`src/rtl/pid_pwm_pkg.sv`:
```
// Shared constants, FSM state type and prescaler sizing for the PID-driven PWM generator.
// Combinational definitions only; no flow control.
package pid_pwm_pkg;
    localparam int DUTY_W  = 8;
    localparam int CNT_MAX = 254;

    typedef enum logic {
        IDLE = 1'b0,
        RUN  = 1'b1
    } state_t;

    function automatic int presc_w(input int prescale);
        return (prescale > 1) ? $clog2(prescale) : 1;
    endfunction
endpackage

```
`src/rtl/pid_pwm_channel.sv`:
```
// One PWM channel: pending/shadow duty registers and the registered compare.
// pwm follows cnt by one HCLK; duty_valid is always accepted, never back-pressured.
module pid_pwm_channel #(
    parameter int DUTY_W = pid_pwm_pkg::DUTY_W
) (
    input  logic              HCLK,
    input  logic              HRESETn,
    input  logic              duty_valid,
    input  logic [DUTY_W-1:0] duty,
    input  logic              load,
    input  logic              run,
    input  logic [DUTY_W-1:0] cnt,
    output logic              pwm
);
    import pid_pwm_pkg::*;

    logic [DUTY_W-1:0] pending;
    logic [DUTY_W-1:0] shadow;

    always_ff @(posedge HCLK or negedge HRESETn) begin
        if (!HRESETn) begin
            pending <= '0;
            shadow  <= '0;
            pwm     <= 1'b0;
        end else begin
            if (duty_valid)
                pending <= duty;
            // A strobe landing on the load edge bypasses pending so it is not lost for a period.
            if (load)
                shadow <= duty_valid ? duty : pending;
            pwm <= run && (cnt < shadow);
        end
    end
endmodule

```
`src/rtl/pid_pwm_gen.sv`:
```
// Two-channel PWM generator fed by a PID controller: FSM, prescaler and 0..254 period counter.
// Outputs registered, one HCLK after count changes; duty strobes always accepted.
module pid_pwm_gen #(
    parameter int PRESCALE = 4,
    parameter int DUTY_W   = pid_pwm_pkg::DUTY_W
) (
    input  logic              HCLK,
    input  logic              HRESETn,
    input  logic              enable,
    input  logic [DUTY_W-1:0] duty_0,
    input  logic [DUTY_W-1:0] duty_1,
    input  logic              duty_valid,
    output logic              pwm_0,
    output logic              pwm_1,
    output logic              period_start,
    output logic [DUTY_W-1:0] cnt_out
);
    import pid_pwm_pkg::*;

    localparam int PW = presc_w(PRESCALE);

    state_t            state;
    state_t            state_nxt;
    logic [PW-1:0]     presc;
    logic [PW-1:0]     presc_nxt;
    logic [DUTY_W-1:0] cnt;
    logic [DUTY_W-1:0] cnt_nxt;
    logic              start_nxt;
    logic              tick;
    logic              load;
    logic              run;

    always_ff @(posedge HCLK or negedge HRESETn) begin
        if (!HRESETn) begin
            state        <= IDLE;
            presc        <= '0;
            cnt          <= '0;
            period_start <= 1'b0;
        end else begin
            state        <= state_nxt;
            presc        <= presc_nxt;
            cnt          <= cnt_nxt;
            period_start <= start_nxt;
        end
    end

    always_comb begin
        state_nxt = state;
        presc_nxt = presc;
        cnt_nxt   = cnt;
        start_nxt = 1'b0;
        load      = 1'b0;
        tick      = (presc == PW'(PRESCALE - 1));
        case (state)
            IDLE: begin
                if (enable) begin
                    state_nxt = RUN;
                    presc_nxt = '0;
                    cnt_nxt   = '0;
                    start_nxt = 1'b1;
                    load      = 1'b1;
                end
            end
            RUN: begin
                if (!enable) begin
                    state_nxt = IDLE;
                    presc_nxt = '0;
                    cnt_nxt   = '0;
                end else begin
                    presc_nxt = tick ? '0 : presc + 1'b1;
                    if (tick) begin
                        if (cnt == DUTY_W'(CNT_MAX)) begin
                            cnt_nxt   = '0;
                            start_nxt = 1'b1;
                            load      = 1'b1;
                        end else begin
                            cnt_nxt = cnt + 1'b1;
                        end
                    end
                end
            end
            default: state_nxt = IDLE;
        endcase
    end

    // Gating with enable makes the outputs drop on the same edge the FSM leaves RUN.
    assign run     = (state == RUN) && enable;
    assign cnt_out = cnt;

    pid_pwm_channel #(.DUTY_W(DUTY_W)) u_ch0 (
        .HCLK       (HCLK),
        .HRESETn    (HRESETn),
        .duty_valid (duty_valid),
        .duty       (duty_0),
        .load       (load),
        .run        (run),
        .cnt        (cnt),
        .pwm        (pwm_0)
    );

    pid_pwm_channel #(.DUTY_W(DUTY_W)) u_ch1 (
        .HCLK       (HCLK),
        .HRESETn    (HRESETn),
        .duty_valid (duty_valid),
        .duty       (duty_1),
        .load       (load),
        .run        (run),
        .cnt        (cnt),
        .pwm        (pwm_1)
    );
endmodule

```
`config.mk`:
```
export PLATFORM = sky130hd
export DESIGN_NAME = pid_pwm_gen
export DESIGN_NICKNAME = d
export VERILOG_FILES = /design/src/rtl/pid_pwm_pkg.sv /design/src/rtl/pid_pwm_channel.sv /design/src/rtl/pid_pwm_gen.sv
export SDC_FILE = /design/constraint.sdc
export NUM_CORES = 1
export LEC_CHECK = 0
export ABC_AREA = 1
export CAP_MARGIN = 5
export CORE_ASPECT_RATIO = 1.25
export CORE_MARGIN = 5
export CORE_UTILIZATION = 55
export DETAILED_ROUTE_END_ITERATION = 10
export PLACE_DENSITY = 0.84
export SETUP_SLACK_MARGIN = 0.05
export SLEW_MARGIN = 20
export SYNTH_ARGS = -nofsm -noshare
export SYNTH_HDL_FRONTEND = slang
export SYNTH_SLANG_ARGS = --single-unit
```
`constraint.sdc`:
```
create_clock -name HCLK -period 2.43 [get_ports HCLK]
set_clock_uncertainty 0.1 [all_clocks]
set_input_delay 0.486 -clock HCLK [delete_from_list [all_inputs] [get_ports HCLK]]
set_output_delay 0.486 -clock HCLK [all_outputs]
set_load 0.01 [all_outputs]
```
After elaboration in Yosys (flattened, before gate mapping)
Index checks and enable logic that the tools add are counted.
Storage, ports and cells
  register bits after elaboration: 46
  input bits: 20
  output and inout port bits: 11
  word-level logic and storage cells: 39
Operators by class
  add/subtract/negate cells: 2
  order comparisons: 2
  eq/ne operators: 4
  multiplexer cells: 16
  bitwise gates (word level): 1
  reduce and logical (&&, ||, !) cells: 4
Operators by type and width (number)
  $mux 8: 6
  $lt 8x8->1: 2
  $pmux 8 s2: 1
  $add 8x1->8 const B: 1
  $eq 8x8->1 const B: 1
  $mux 2: 3
  $mux 1: 4
  $pmux 2 s2: 1
  $logic_and 1x1->1: 3
  $ne 3x2->1 const B: 1
  $add 2x1->2 const B: 1
  $eq 2x2->1 const B: 1
  $ne 2x2->1 const B: 1
  $pmux 1 s2: 1
  $reduce_and 2->1: 1
  $not 1->1: 1

Depth between registers and ports, before layout
  word-level depth: 5
  gate-level depth with buffers: 10
  mapped depth without buffers: 9

Cells and area by module
From an unflattened synthesis, not the netlist that was laid out.
Second synthesis, totals
  cells, all modules: 267
  area total of the unflattened synthesis: 2298.5 sq um
By module, submodules not included
  pid_pwm_channel: instances 2, cells each 91, area an instance 815.8 sq um, seq. area each 425.4 sq um
  pid_pwm_gen: instances 1, cells each 85, area an instance 666.9 sq um, seq. area each 300.3 sq um

Least setup slack after synthesis
No wires, ideal clock.
  kind: reg2reg
  start: register cnt[0], in the netlist cnt_out[0]
  end: register u_ch0.shadow[7]
  library setup time: 0.116 ns
  arrival: 1.359 ns
  setup slack: 0.855 ns
  cell stages (with the launch flop): 11
  path buffers: 1
  period minus slack after synthesis: 1.575 ns
  cell sequence: dfrtp_1 > inv_1 > ha_1 > inv_1 > nor2_1 > nand3_2 > nand2_4 > nand2_4 > buf_6 > nand2_1 > nand2_1
Between the ends
  longest elaborated chain between the ends: 5
Ends and longest elaborated chain
  start: declaration: RTL line pid_pwm_gen.sv:26  | logic [DUTY_W-1:0] cnt;
  start signal: assignment: RTL line pid_pwm_gen.sv:42  | cnt <= cnt_nxt;
  $eq 8x8->1: RTL line pid_pwm_gen.sv:72  | if (cnt == DUTY_W'(CNT_MAX)) begin
  $mux 1: RTL line pid_pwm_gen.sv:72
  $mux 1: RTL line pid_pwm_gen.sv:71  | if (tick) begin
  $mux 1: RTL line pid_pwm_gen.sv:65  | if (!enable) begin
  $pmux 1 s2: RTL line pid_pwm_gen.sv:54  | case (state)
  end signal: assignment: RTL line pid_pwm_channel.sv:30  | shadow <= duty_valid ? duty : pending;
  end: declaration: RTL line pid_pwm_channel.sv:18  | logic [DUTY_W-1:0] shadow;
No other way between the ends.
A chain may end at the register's enable or synchronous reset.

Worst setup path in the final report
  start: register cnt[5], in the netlist cnt_out[5]
  end: output cnt_out[5]
RTL lines
  end: declaration: RTL line pid_pwm_gen.sv:16  | output logic [DUTY_W-1:0] cnt_out
No word-level cell between the ends.

==> flow_summary.toml <==
[power]
leakagePower_uw = 0.00146
vdd_drop_max_v = 0.000469
p_per_area_nw_per_um2 = 644

[logic_synthesis]
synth_commonest_cells = "75 x nand2_1, 46 x dfrtp_1, 38 x inv_1"
synthTopCellsByArea = "dfrtp_1 49%, nand2_1 12%, ha_1 9.1%, mux2_2 7.7%, inv_1 6.1%"
ys.warnings.count = 0
yosysUniqueCellTypes = 20
synth_xor_area_frac = 0.00375
synth_async_sr_flop_share = 1.00
yosysMostFrequentCell = "nand2_1"
synth_fa_ha_area_frac = 0.0911
synth-compound-area-share = 0.0252
yosys.area_share.simple = 0.230
syn_area_per_cell_um2 = 9.01
dominantRegCellSynth = "dfrtp_1"
yosys.area.top_type = "dfrtp_1"
synthesis.nets = 296
muxShareOfSynthArea = 0.0772
synth_top_family_by_area = "simple AND/OR/NAND/NOR gates"
synth.yosys.seq_area_share = 0.493
synth_edf_count = 0
ys_seq_elements = 46
syn-instance-count = 259
syn_area_um2 = 2330
synth.top_cell.area_share = 0.493

[floorplan]
start_util = 0.570
num_rows = 26
fp.dieW_um = 68.3
die_h_um = 82.8
ioPinCount = 31
core-area_um2 = 4100
die_area_um2 = 5660

[timing]
setup_violations = 0
period_share = 0.831
period_minus_slack_ns = 2.02
slew_violations = 0
setup_slack_ns = 0.412
rsz0062_at_grt = "false"
relSlewSlack = 0.714
tns_ns = 0
fmax_ghz = 0.496
final_hold_viol_count = 0
worst_slew_pin_slew_ns = 0.429

[layout]
nNetsFinal = 331
drive_above_1_share = 0.122
fin_util = 0.690
syn_to_final_growth_pct = 21.2
instances_no_fill = 351
fill_cells = 330
diodes = 0

[setup_path]
timing.rr.start = "cnt_out[0]$_DFFE_PN0P_"
critPathRequiredTime_ns = 1.84
critPathMaxFanout = 7
crit_arrival_ns = 1.43
slowest_delay_ns = 0.60
reg2reg_depth = 9
cp-start-kind = "flop"
crit_type = "flop to primary output"
cpMaxStageDelayCell = "clkdlybuf4s50_1"
timing.rr.end = "u_ch0.shadow[6]$_DFFE_PN0P_"
crit_chain = "clkdlybuf4s50_1"
path_buf_inv = 1
cp_top_family = "buffers and inverters"
end_kind = "primary output"
r2r_setup_slack_ns = 0.61

[placement]
dp_cells = 343
gp_congestion = 0.831
pre_cts_ws_ns = 0.496
hpwl_um = 3490
port_buffers = 30

[outcome]
outcome = "complete, no violations"

[drt]
drt_iter0_markers = 109
routed_via_density = 5.17
drc = 0
ant_nets = 0
routed_wl_um = 4820
dr_total_vias = 1814
dr.pass1.iters = 4
post_drt_wl_per_cell_um = 13.7

[cts]
cts.clk_slew.worst_paths_ns = 0.09
clockBufferDepth = 2
numCtsBuffers = 5
postCtsSetupRepairBufs = 0
hold_buffers = 0
ctsResizeCount = 0
cts_tree = "yes"
clk_latency_ns = 0.30
cts.sink_count = 46
cts-root-buf = "clkbuf_8"
cts_htree_levels = 2

[global_route]
first_global_vias = 1816
antenna_found_initial = 0
grt_first_pass_wirelength_um = 8290
grt.total_usage = 0.194
grt_max_degree = 20
overflow = 0

[flow_run]
cap_violations = 0

[worst_hold_path]
hp-class = "primary input to asynchronous set/reset pin"
placed cells by master (no fill, tap or decap):
cell type        count
nor2_2               1
nor3_1               1
clkbuf_8             6
mux2_2              16
bufinv_16            2
nor2_1              14
dfrtp_1             46
nand3_2              1
nand2_1             75
nand3_1             23
buf_4                4
o21ai_0              6
a22o_1               1
nand2_2              3
ha_1                17
a21oi_1              4
buf_2                1
nand2_4              2
xor2_1               1
inv_1               38
clkdlybuf4s50_1     29
nand4_1              4
kinds of logic (layout without fill, tap and decap cells):
| logic type | Yosys count | in the layout |
|---|---|---|
| simple gates | 124 | 124 |
| flops | 46 | 46 |
| buf+inv | 44 | 80 |
| fa+ha+maj | 17 | 17 |
| mux | 16 | 16 |
| compound gates | 11 | 11 |
| xor+xnor | 1 | 1 |
how the worst max path moves through the flow:
stage	cells past startpoint	startpoint	slack [ns]	endpoint
after floorplan	10	cnt_out[0]$_DFFE_PN0P_	0.85	u_ch0.shadow[7]$_DFFE_PN0P_
after global placement	5	duty_valid	0.53	u_ch0.shadow[7]$_DFFE_PN0P_
after detailed placement	5	duty_valid	0.50	u_ch1.shadow[7]$_DFFE_PN0P_
after CTS	1	cnt_out[5]$_DFFE_PN0P_	0.40	cnt_out[5]
after global routing	1	cnt_out[2]$_DFFE_PN0P_	0.36	cnt_out[2]
final	1	cnt_out[5]$_DFFE_PN0P_	0.41	cnt_out[5]
metal layers:
layer / vias up / GRT usage / wire length, um
li1: 888 / - / -
met1: 880 / 0.237 / 2050
met2: 36 / 0.313 / 2430
met3: 10 / 0.0486 / 214
met4: 0 / 0.0904 / 138
met5: - / 0 / 0
layout make-up:
class	instances	area, um^2	area share
Tap cell	56	70.1	0.0248
Inverter	38	143	0.0504
Timing Repair Buffer	34	325	0.115
Clock buffer	6	82.6	0.0292
Multi-Input combinational cell	169	997	0.352
Clock inverter	2	60.1	0.0212
Sequential cell	46	1150	0.407
report_power, final:
part / internal [uW] / switching (uW) / total (uW)
combinational: 116 / 136 / 251
sequential: 838 / 34.0 / 872
clock: 439 / 261 / 700
registers in the layout, summed over array words and instances, names as in the netlist:
| name | cells |
|---|---|
| presc | 2 |
| u_ch1.pwm | 1 |
| u_ch1.shadow | 8 |
| u_ch1.pending | 8 |
| u_ch0.pwm | 1 |
| period_start | 1 |
| state | 1 |
| u_ch0.shadow | 8 |
| u_ch0.pending | 8 |
| cnt_out | 8 |
per-stage QoR:
stage / total power (uW) / hold slack (ns) / area [um^2]
floorplan: 1040 / 0.0904 / 2330
global placement: 1130 / 0.344 / 2690
CTS: 1840 / 0.0200 / 2830
finish: 1820 / 0.00953 / 2830
detailed placement: 1140 / 0.348 / 2690
global route: 1910 / 0.0344 / 2830
Note: power is estimated with default switching activity, not from simulation.
